**config.mk**
```make
export PLATFORM = sky130hd
export DESIGN_NAME = lsu_mem_stage
export DESIGN_NICKNAME = d
export VERILOG_FILES = /design/src/rtl/lsu_mem_stage.sv
export SDC_FILE = /design/constraint.sdc
export NUM_CORES = 1
export LEC_CHECK = 0
export CORE_ASPECT_RATIO = 0.8
export CORE_MARGIN = 8
export CORE_UTILIZATION = 45
export CTS_BUF_LIST = sky130_fd_sc_hd__clkbuf_2
export DETAILED_ROUTE_END_ITERATION = 6
export PLACE_DENSITY = 0.78
export SYNTH_ARGS = -nofsm -noshare
export SYNTH_HDL_FRONTEND = slang
export SYNTH_SLANG_ARGS = --single-unit
```
**constraint.sdc**
```tcl
create_clock -name clk -period 5.4 [get_ports clk]
set_clock_uncertainty 0.15 [all_clocks]
set_input_delay 1.35 -clock clk [delete_from_list [all_inputs] [get_ports clk]]
set_output_delay 1.35 -clock clk [all_outputs]
set_load 0.03 [all_outputs]
```
**src/rtl/lsu_mem_stage.sv**
```systemverilog
// lsu_mem_stage: registered MEM stage between EX and WB, fronting the data bus.
// Steers byte lanes, extends loads, and flags misalignment, bus errors and response timeouts.
module lsu_mem_stage #(
  parameter int XLEN    = 32,
  parameter int TIMEOUT = 255
) (
  input  logic              clk,
  input  logic              rst,
  input  logic              i_valid,
  output logic              o_ready,
  input  logic [XLEN-1:0]   i_result,
  input  logic [XLEN-1:0]   i_data_store,
  input  logic [XLEN-1:0]   i_pc,
  input  logic [6:0]        i_opcode,
  input  logic [2:0]        i_func3,
  input  logic [4:0]        i_rd,
  output logic              o_d_valid,
  input  logic              i_d_ready,
  output logic              o_wr_en,
  output logic [XLEN/8-1:0] o_sel,
  output logic [XLEN-1:0]   o_daddr,
  output logic [XLEN-1:0]   o_write_data,
  input  logic              i_d_rvalid,
  input  logic [XLEN-1:0]   i_read_data,
  input  logic              i_error,
  output logic              o_wb_valid,
  output logic              o_wb_we,
  output logic [4:0]        o_wb_rd,
  output logic [XLEN-1:0]   o_wb_data,
  output logic [6:0]        o_opcode,
  output logic              o_exc,
  output logic [1:0]        o_exc_cause,
  output logic [4:0]        o_fwd_rd,
  output logic              o_fwd_busy
);
  // state | meaning
  // IDLE  | waiting for EX, o_ready high
  // REQ   | bus request presented until i_d_ready
  // WAIT  | request taken, waiting for response or timeout
  // RESP  | one-cycle write-back pulse

  localparam int NB  = XLEN / 8;
  localparam int OFS = $clog2(NB);
  localparam int TW  = (TIMEOUT > 0) ? $clog2(TIMEOUT + 1) : 1;

  localparam logic [6:0] OP_LD = 7'b0000011;
  localparam logic [6:0] OP_S  = 7'b0100011;
  localparam logic [6:0] OP_J  = 7'b1101111;
  localparam logic [6:0] OP_JR = 7'b1100111;

  localparam logic [1:0] CAUSE_LMIS  = 2'd0;
  localparam logic [1:0] CAUSE_SMIS  = 2'd1;
  localparam logic [1:0] CAUSE_FAULT = 2'd2;

  typedef enum logic [1:0] {IDLE, REQ, WAIT, RESP} state_t;

  state_t          state;
  logic [TW-1:0]   tmr;
  logic [XLEN-1:0] r_addr;
  logic [1:0]      r_size;
  logic            r_uns;
  logic            r_is_ld;

  logic            in_is_ld;
  logic            in_is_st;
  logic            in_misal;
  logic [OFS-1:0]  in_off;
  logic [NB-1:0]   in_bm;
  logic [NB-1:0]   in_sel;
  logic [XLEN-1:0] in_dmask;
  logic [XLEN-1:0] in_wdata;
  logic [XLEN-1:0] in_nonmem;
  logic [XLEN-1:0] ld_shift;
  logic [XLEN-1:0] ld_data;
  logic            ld_ext;

  always_comb begin
    in_is_ld  = (i_opcode == OP_LD);
    in_is_st  = (i_opcode == OP_S);
    in_off    = i_result[OFS-1:0];
    in_misal  = ((int'(in_off) & ((1 << i_func3[1:0]) - 1)) != 0);
    // dword and LWU only exist on RV64
    if (XLEN == 32 && i_func3[1:0] == 2'b11) in_misal = 1'b1;
    if (XLEN == 32 && in_is_ld && i_func3 == 3'b110) in_misal = 1'b1;
    in_dmask  = '0;
    in_bm     = '0;
    for (int i = 0; i < XLEN; i++) in_dmask[i] = (i < (8 << i_func3[1:0]));
    for (int i = 0; i < NB; i++) in_bm[i] = (i < (1 << i_func3[1:0]));
    in_sel    = in_bm << in_off;
    in_wdata  = (i_data_store & in_dmask) << {in_off, 3'b000};
    in_nonmem = (i_opcode == OP_J || i_opcode == OP_JR) ? i_pc + XLEN'(4) : i_result;
  end

  always_comb begin
    ld_shift = i_read_data >> {r_addr[OFS-1:0], 3'b000};
    ld_ext   = 1'b0;
    for (int i = 0; i < XLEN; i++)
      if (i == (8 << r_size) - 1) ld_ext = ~r_uns & ld_shift[i];
    ld_data  = ld_shift;
    for (int i = 0; i < XLEN; i++)
      if (i >= (8 << r_size)) ld_data[i] = ld_ext;
  end

  always_ff @(posedge clk) begin
    if (rst) begin
      state        <= IDLE;
      tmr          <= '0;
      r_addr       <= '0;
      r_size       <= '0;
      r_uns        <= 1'b0;
      r_is_ld      <= 1'b0;
      o_ready      <= 1'b0;
      o_d_valid    <= 1'b0;
      o_wr_en      <= 1'b0;
      o_sel        <= '0;
      o_daddr      <= '0;
      o_write_data <= '0;
      o_wb_valid   <= 1'b0;
      o_wb_we      <= 1'b0;
      o_wb_rd      <= '0;
      o_wb_data    <= '0;
      o_opcode     <= '0;
      o_exc        <= 1'b0;
      o_exc_cause  <= '0;
      o_fwd_rd     <= '0;
      o_fwd_busy   <= 1'b0;
    end else begin
      o_wb_valid <= 1'b0;
      case (state)
        IDLE: begin
          if (i_valid && o_ready) begin
            o_ready  <= 1'b0;
            o_opcode <= i_opcode;
            o_wb_rd  <= i_rd;
            r_addr   <= i_result;
            r_size   <= i_func3[1:0];
            r_uns    <= i_func3[2];
            r_is_ld  <= in_is_ld;
            if (!(in_is_ld || in_is_st)) begin
              state       <= RESP;
              o_wb_valid  <= 1'b1;
              o_wb_we     <= (i_rd != 5'd0);
              o_wb_data   <= in_nonmem;
              o_exc       <= 1'b0;
              o_exc_cause <= '0;
            end else if (in_misal) begin
              state       <= RESP;
              o_wb_valid  <= 1'b1;
              o_wb_we     <= 1'b0;
              o_wb_data   <= i_result;
              o_exc       <= 1'b1;
              o_exc_cause <= in_is_st ? CAUSE_SMIS : CAUSE_LMIS;
            end else begin
              state        <= REQ;
              o_d_valid    <= 1'b1;
              o_wr_en      <= in_is_st;
              o_sel        <= in_sel;
              o_daddr      <= {i_result[XLEN-1:OFS], {OFS{1'b0}}};
              o_write_data <= in_is_st ? in_wdata : '0;
              o_fwd_busy   <= in_is_ld;
              o_fwd_rd     <= in_is_ld ? i_rd : 5'd0;
            end
          end else begin
            o_ready <= 1'b1;
          end
        end
        REQ: begin
          if (i_d_ready) begin
            state     <= WAIT;
            o_d_valid <= 1'b0;
            tmr       <= TW'(TIMEOUT);
          end
        end
        WAIT: begin
          if (i_d_rvalid) begin
            state      <= RESP;
            o_wb_valid <= 1'b1;
            o_fwd_busy <= 1'b0;
            o_fwd_rd   <= '0;
            if (i_error) begin
              o_wb_we     <= 1'b0;
              o_wb_data   <= r_addr;
              o_exc       <= 1'b1;
              o_exc_cause <= CAUSE_FAULT;
            end else begin
              o_wb_we     <= r_is_ld && (o_wb_rd != 5'd0);
              o_wb_data   <= r_is_ld ? ld_data : '0;
              o_exc       <= 1'b0;
              o_exc_cause <= '0;
            end
          end else if (TIMEOUT != 0 && tmr == TW'(1)) begin
            // terminal count: TIMEOUT cycles spent in WAIT
            state       <= RESP;
            o_wb_valid  <= 1'b1;
            o_fwd_busy  <= 1'b0;
            o_fwd_rd    <= '0;
            o_wb_we     <= 1'b0;
            o_wb_data   <= r_addr;
            o_exc       <= 1'b1;
            o_exc_cause <= CAUSE_FAULT;
          end else if (tmr != '0) begin
            tmr <= tmr - 1'b1;
          end
        end
        RESP: begin
          state   <= IDLE;
          o_ready <= 1'b1;
        end
        default: state <= IDLE;
      endcase
    end
  end

endmodule

```
# ---- Yosys cells after proc, flatten, opt, wreduce, memory -nomap -nowiden
# Cells that the tools add are included.
dict set report classes {
  n_addsub 4
  magnitude_cmp 68
  eq_ne 50
  shifts 6
  muxes 135
  n_bitwise 36
  n_reduce_logical 22
}
# op count
set op_table {}
lappend op_table {{$eq A6 B32 Y1 const A} 16}
lappend op_table {{$ge A6 B32 Y1 const A} 16}
lappend op_table {{$lt A6 B32 Y1 const A} 16}
lappend op_table {{$mux W32} 9}
lappend op_table {{$eq A5 B32 Y1 const A} 8}
lappend op_table {{$ge A5 B32 Y1 const A} 8}
lappend op_table {{$lt A5 B32 Y1 const A} 8}
lappend op_table {{$eq A4 B32 Y1 const A} 4}
lappend op_table {{$ge A4 B32 Y1 const A} 4}
lappend op_table {{$lt A3 B32 Y1 const A} 4}
lappend op_table {{$lt A4 B32 Y1 const A} 4}
lappend op_table {{$mux W1} 93}
lappend op_table {{$eq A3 B32 Y1 const A} 2}
lappend op_table {{$ge A3 B32 Y1 const A} 2}
lappend op_table {{$lt A1 B32 Y1 const A} 2}
lappend op_table {{$lt A2 B32 Y1 const A} 2}
lappend op_table {{$pmux W32 S2} 1}
lappend op_table {{$shl A4 B2 Y32 const A} 2}
lappend op_table {{$sub A32 B2 Y32 const B} 2}
lappend op_table {{$add A32 B3 Y32 const B} 1}
lappend op_table {{$and A1 B1 Y1} 32}
lappend op_table {{$and A3 B32 Y32} 1}
lappend op_table {{$and A32 B32 Y32} 1}
lappend op_table {{$eq A2 B32 Y1 const A} 1}
lappend op_table {{other kinds (37)} 82}
dict set report word_totals {
  register_bits 170
  in_bits 149
  out_inout_bits 126
  elab_cells 342
}

# ---- Longest topological paths before layout
# Gate-level depths: netlist of run 1.
dict set report logic_depth {
  ltp_word 40
  ltp_mapped 12
  ltp_nobuf 8
}

# ---- Least setup slack after synthesis of run 1
# OpenSTA, ideal clock, no wires.
dict set report synth_path {
  kind {input -> register}
  from {in i_func3[1]}
  to {reg o_write_data[0]}
  setup_time_ps 60
  t_arrival_ps 3194
  t_required_ps 5190
  slack_ps 1996
  stages 10
  path_buffers 2
  path_cell_list {buf_2 > clkbuf_1 > nand2b_1 > ha_1 > nor2b_1 > a21oi_2 > nand3_2 > nor3_4 > nor3b_4 > a22o_1}
}
dict set report synth_via {
  elab_chain_cells 8
  word_cells_on_any_way 19
  classes_between {add/sub: 1; order compare: 4; eq/ne: 2; shift: 3; mux: 3; bitwise: 3; reduce/logical: 3}
}
# item line_no
set synth_lines {}
lappend synth_lines {{from (decl)} 15} ;# input logic [2:0] i_func3,
lappend synth_lines {{$shl A1 B2 Y32} 81} ;# in_misal = ((int'(in_off) & ((1 << i_func3[1:0]) - 1)) != 0);
lappend synth_lines {{$sub A32 B2 Y32} 81}
lappend synth_lines {{$and A3 B32 Y32} 81}
lappend synth_lines {{$reduce_bool A32 Y1} 81}
lappend synth_lines {{$mux W1} 83} ;# if (XLEN == 32 && i_func3[1:0] == 2'b11) in_misal = 1'b1;
lappend synth_lines {{$mux W1} 84} ;# if (XLEN == 32 && in_is_ld && i_func3 == 3'b110) in_misal = 1'b1;
lappend synth_lines {{$not A1 Y1 (no source line)} --}
lappend synth_lines {{$reduce_and A4 Y1 (no source line)} --}
lappend synth_lines {{to (signal assigned)} 159} ;# o_write_data <= in_is_st ? in_wdata : '0;
lappend synth_lines {{to (decl)} 22} ;# output logic [XLEN-1:0] o_write_data,
# Parallel ways exist; a longest one is shown, timed or not.
# A chain may end at the register's enable or synchronous reset.

# ---- Final worst setup path of run 1
dict set report layout_path {
  from {in i_func3[1]}
  to {reg o_fwd_rd[3]}
}
dict set report layout_via {
  elab_chain_cells 8
  word_cells_on_any_way 11
  classes_between {add/sub: 1; eq/ne: 3; shift: 1; mux: 2; bitwise: 1; reduce/logical: 3}
}
# item line_no
set layout_lines {}
lappend layout_lines {{$shl A1 B2 Y32} 81}
lappend layout_lines {{$sub A32 B2 Y32} 81}
lappend layout_lines {{$and A3 B32 Y32} 81}
lappend layout_lines {{$reduce_bool A32 Y1} 81}
lappend layout_lines {{$mux W1} 83}
lappend layout_lines {{$mux W1 (*)} 84}
lappend layout_lines {{$ne A2 B2 Y1 (no source line) (*)} --}
lappend layout_lines {{$reduce_and A5 Y1 (no source line) (*)} --}
lappend layout_lines {{to (signal assigned)} 161} ;# o_fwd_rd <= in_is_ld ? i_rd : 5'd0;
lappend layout_lines {{to (decl)} 33} ;# output logic [4:0] o_fwd_rd,
# Mark *: on every way between the ends. The rest lies on a longest branch, timed or not.

==> run metrics, run 1 <==
Overall Global Routing Usage 0.2797; Max FO, Critical Path 22; number of synthesized flops with an enable pin 0; minimum clock period 3.774 ns; crit end category register; RSZ-0062 raised after global routing no; Tightest Pin Transition 0.9498 ns; global route overflow 0; count leader, synth nand2_1; # IOs 275; HP Class reg -> reg; Hold Buf Count CTS 0; vias after detailed routing about 9,500; Clock Path Buffers 2; Avg Inst Size Synth between 7 and 8 um^2; Synth area leader dfxtp_1; post-cts gate resize count 0; clock sink count 170; placed cell area 11,580 um^2; Post-Synthesis Cells about 1,100; die extent in y 140.5 um; register area share after synthesis 0.3902; TNS Setup 0 ns; Peak VDD IR ~0.19 mV; final setup vio count 0; Core Footprint 18,970 um^2; DP HPWL ~27,000 um; status finished clean; ys async rst share 0; Place WS roughly 0.9 ns; Highest Clock Rate 0.2650 GHz; FF-to-FF setup slack between 2 and 2.5 ns; Vias/cell 5.791; Residual DRC 0; Yosys warnings 0; synth unique cells 66; worst skew pair latency 0.74 ns; share of the synthesized area in the top cell type 0.3902; Slew headroom 0.3668; DR pass1 iterations 7; max_cap viols 0; row cnt 45; Critical Path RT 5.94 ns; Mapped Area 8722 um^2; fin. max-slew vios 0; ys flop type dfxtp_1; Worst EP arrival 4.32 ns; antenna violations before repair 3; FF+latch area 3403 um^2; GPL Wtd Cong 0.9634; post-layout instance area 11,870 um^2; vias in the first global route between 8,000 and 9,000; Synth area leaders dfxtp_1, nand2_1, a21oi_1; H-tree depth 4; first-pass GRT wire length 52,310 um; Routed Wire Length 34,660 um; postcts setup bufs 0; crit start category primary input; Initial Utilization 0.4597; total power approximately 4.2 mW; antenna-violating nets left 0; Tcrit/Tclk final 0.6988; CTS clk-pin slew, worst paths 0.26 ns; Crit Path Class in -> reg; Initial DRC Count between 1,000 and 1,500; DIE WIDTH 171.7 um; Die ar. 24,120 um^2; Lkg Pwr 4.083 nW; PwrDens 355.6 nW/um^2; Nets 1,518; Num CTS Buffers 17; buffer type at the clock tree root clkbuf_2; R2R depth 6; Area Overhead vs Synth 36.14%; CTS tree built; synthesized flop and latch total 170; largest net degree at the start of global routing 85; routed len/inst 21.23 um; final worst slack 1.626 ns; fill count about 1,700; I/O Buffers 272; top post-synthesis cells by count nand2_1, dfxtp_1, nor2_1, a21oi_1, clkbuf_1; Hold Vio Cnt, Final 0; share of cells above drive strength 1 0.05758; Hold Slack 0.3195 ns; Hold Path Depth 2; multi-input logic area ~5000 um^2
per-stage QoR:
stage | utilization | std cells
finish | 0.6258 | 1633
global route | 0.6258 | 1633
CTS | 0.6254 | 1630
detailed placement | 0.6103 | 1598
global placement | 0.6103 | 1598
floorplan | - | 1133
state kept, by name (all words and copies together) (netlist names), 2 cells and up:
name and cells:
o_exc_cause 2, state 2, o_fwd_rd 5, o_write_data 32
tmr 8, o_wb_rd 5, o_daddr 30, o_sel 4
o_wb_data 32, r_size 2, r_addr 32, o_opcode 7
critical path, cell delays in order:
cell and delay, ns:
clkdlybuf4s50_1 0.40, buf_4 0.19, or2_1 0.33, ha_1 0.31
nor2b_1 0.05, a21oi_2 0.17, nand4_2 0.54, nor4b_2 0.75
a22o_1 0.22
cell type report:
cell class / count / share of cell area
Inverter: 11 / 0.003477
Antenna cell: 3 / 0.0006322
Timing Repair Buffer: 291 / 0.2411
Sequential cell: 170 / 0.2866
Clock inverter: 13 / 0.01612
Clock buffer: 19 / 0.008008
Tap cell: 258 / 0.02719
Multi-Input combinational cell: 868 / 0.4169
cells in the final DEF, fill, tap and decap left out, drive strengths merged, types with 7 or more instances in the layout:
master / instances
a211oi: 31
a21oi: 119
a221oi: 12
a22o: 17
a22oi: 33
a311oi: 23
and3: 7
buf: 20
clkbuf: 19
clkdlybuf4s50: 271
dfxtp: 170
ha: 10
inv: 14
mux2i: 27
nand2: 210
nand2b: 10
nand3: 18
nand4: 11
nor2: 148
nor2b: 17
nor3: 28
o21ai: 57
xnor2: 16
xor2: 9
routing by layer:
layer / track usage / part of all wire
met5: 0 / 0
met3: 0.1160 / 0.14
met4: 0.08223 / 0.023
met1: 0.3910 / 0.43
met2: 0.3814 / 0.41
report_power, final:
group	internal (mW)	switching (mW)	total, mW
Combinational	0.698	1.13	1.83
Clock	0.313	0.473	0.786
Sequential	1.45	0.158	1.61
path summary, 6_finish.rpt:
path               startpoint            end
setup / recovery   i_func3[1]    o_fwd_rd[3]
hold reg to reg   o_daddr[13]    o_daddr[13]
hold / removal    o_daddr[13]    o_daddr[13]
setup reg to reg     state[0]  o_wb_data[26]
kinds of logic after synthesis:
kind of cell,synth area share
simple gates,0.2449
compound gates,0.2397
flops,0.3902
buf+inv,0.04490
mux,0.04002
xor+xnor,0.02510
fa+ha+maj,0.01435
other cells,0.0008610
Note: power is estimated with default switching activity, not from simulation.
==> run 2: changes to the inputs <==
==> constraint.sdc (replaced) <==
create_clock -name clk -period 3.66 [get_ports clk]
set_clock_uncertainty 0.15 [all_clocks]
set_input_delay 0.915 -clock clk [delete_from_list [all_inputs] [get_ports clk]]
set_output_delay 0.915 -clock clk [all_outputs]
set_load 0.03 [all_outputs]
==> run 2 against run 1 <==
Against the previous run:
- the flow now finishes with violations (DRC)
- clock-buffer cell count decreased by 1
- combinational power increased by 50%
- die area unchanged
- worst hold slack improved by 0.0038 ns
- sequential share of layout area decreased by 0.40 points
- routed wire length increased by 2.0%
==> run metrics, run 2 (synthesis results as in run 1) <==
status finished, violations left (was finished clean); violated checks DRC; worst skew pair latency 0.77 ns (was 0.74 ns); crit path max-delay cell type clkdlybuf4s50_1 (was nor4b_2); Initial Utilization 0.4597 (unchanged); Tcrit/Tclk final 0.8324; Core Footprint 18,970 um^2 (unchanged); Place WS 0.09698 ns (was 0.8837 ns); final worst slack 0.6135 ns (was 1.626 ns); TNS Setup 0 ns (unchanged); CTS tree built (unchanged); Clock Path Buffers 2 (unchanged); Comb pwr share 0.442 (was 0.433); antenna-violating nets left 0 (unchanged); Residual DRC 5 (was 0); vias in the first global route 8,988 (was 8,903); CP bufs+invs 1 (was 2); postcts setup bufs 0 (unchanged); top flop regs o_wb_data (32), o_write_data (32), r_addr (32) (unchanged); Crit Path Class reg -> out (was in -> reg); P_sw 2.638 mW (was 1.761 mW); H-tree depth 4 (unchanged); Levels on crit path 1 (was 9); Seq pwr share 0.385 (was 0.381); antenna violations before repair 2 (was 3); die extent in y 140.5 um (unchanged); CP delay by family, top buffers and inverters (was simple AND/OR/NAND/NOR gates); Lkg Pwr 4.185 nW (was 4.083 nW); post-cts gate resize count 0 (unchanged); CTS clk-pin slew, worst paths 0.26 ns (about the same); clock power share 0.173 (was 0.186); share of cells above drive strength 1 0.07179 (was 0.05758); Max FO, Critical Path 6 (was 22); Routed Wire Length 35,370 um (was 34,660 um); sw frac 0.4257 (was 0.4172); Worst EP arrival 1.98 ns (was 4.32 ns); multi-input logic area 4950 um^2 (unchanged); I/O Buffers 272 (unchanged); Nets 1,539 (was 1,518); Peak VDD IR 0.3079 mV (was 0.1910 mV); Highest Clock Rate 0.3282 GHz; FF+latch area 3403 um^2 (unchanged); Hold Path Depth 2 (unchanged); final setup vio count 0 (unchanged); Initial DRC Count 1,483 (was 1,080); crit start category register (was primary input); GPL Wtd Cong 1.000 (was 0.9634); first-pass GRT wire length 53,590 um (was 52,310 um); Vias/cell 5.822 (was 5.791); minimum clock period 3.046 ns; vias after detailed routing 9,623 (was 9,457); # IOs 275 (unchanged); leading cell types in the layout, fill and taps excluded clkdlybuf4s50_1, nand2_1, dfxtp_1 (unchanged); Cell Int Power 3.558 mW (was 2.461 mW); Hold Buf Count CTS 0 (unchanged); R2R depth 8 (was 6); Num CTS Buffers 17 (unchanged); Overall Global Routing Usage 0.2854 (was 0.2797); Slew headroom 0.5487 (was 0.3668); critical path's largest stage delay 0.73 ns (was 0.75 ns); largest net degree at the start of global routing 50 (was 85); DR pass1 iterations 7 (unchanged); crit end category primary output (was register); fill count 1,707 (was 1,679); buffer type at the clock tree root clkbuf_2 (unchanged); HP Class reg -> reg (unchanged); DP HPWL 27,140 um (was 26,540 um); routed len/inst 21.40 um (was 21.23 um); Critical Path RT 2.59 ns (was 5.94 ns); Die ar. 24,120 um^2 (unchanged); Hold Vio Cnt, Final 0 (unchanged); RSZ-0062 raised after global routing no (unchanged); max_cap viols 0 (unchanged); Tightest Pin Transition 0.6718 ns (was 0.9498 ns); PwrDens 514.6 nW/um^2 (was 355.6 nW/um^2); global route overflow 0 (unchanged); commonest non-fill, non-tap cell in the layout clkdlybuf4s50_1 (unchanged); DIE WIDTH 171.7 um (unchanged); CP cell instances clkdlybuf4s50_1 (was clkdlybuf4s50_1, buf_4, or2_1, ha_1, nor2b_1, a21oi_2, nand4_2, nor4b_2, a22o_1); fin. max-slew vios 0 (unchanged); row cnt 45 (unchanged); Area Overhead vs Synth 38.04% (was 36.14%); clock sink count 170 (unchanged)
## run 2: changes by cell type in the layout (fill, tap and decap cells not counted)
cell	delta
buf_4	+17
inv_6	+5
buf_12	+4
bufinv_16	-2
clkinv_4	-2
clkbuf_2	-1
diode_2	-1
## run 2: power by group through the flow
stage	sequential, mW	clock [mW]	combinational (mW)
2_1_floorplan	2.68	0	1.34
3_3_place_gp	2.40	0	2.65
3_5_place_dp	2.41	0	2.69
4_1_cts	2.37	1.07	2.70
5_1_grt	2.41	1.15	2.95
6_report	2.38	1.07	2.74
## run 2: layer usage
layer  wire [um]  track usage
met1       15380       0.4022
met2       14980       0.4075
met3        4519       0.1095
met4         483      0.04934
met5           0            0
## run 2: path summary, 6_finish.rpt
check	to	startpoint	slack (ns)
setup / recovery	o_ready	o_ready	0.61
hold / removal	o_sel[2]	o_sel[2]	0.32
setup reg to reg	o_wb_data[8]	state[0]	0.70
hold reg to reg	o_sel[2]	o_sel[2]	0.32
## run 2: final cells by class
class                      instances  share of cell area
antenna                            2           0.0004157
sequential                       170              0.2827
tap                              258             0.02681
inverter                          11            0.003429
clock buffer                      18            0.007482
timing repair buffer             312              0.2550
multi-input combinational        868              0.4111
clock inverter                    14             0.01309
## run 2: through the flow
stage	area, um^2	std cells	hold slack (ns)	power [mW]	utilization
after CTS	12040	1651	0.3232	6.146	0.6343
after global routing	12040	1653	0.3358	6.515	0.6346
after global placement	11790	1619	0.2832	5.048	0.6212
after floorplan	8730	1133	0.2842	4.018	-
final	12040	1653	0.3233	6.196	0.6346
after detailed placement	11790	1619	0.2908	5.103	0.6212
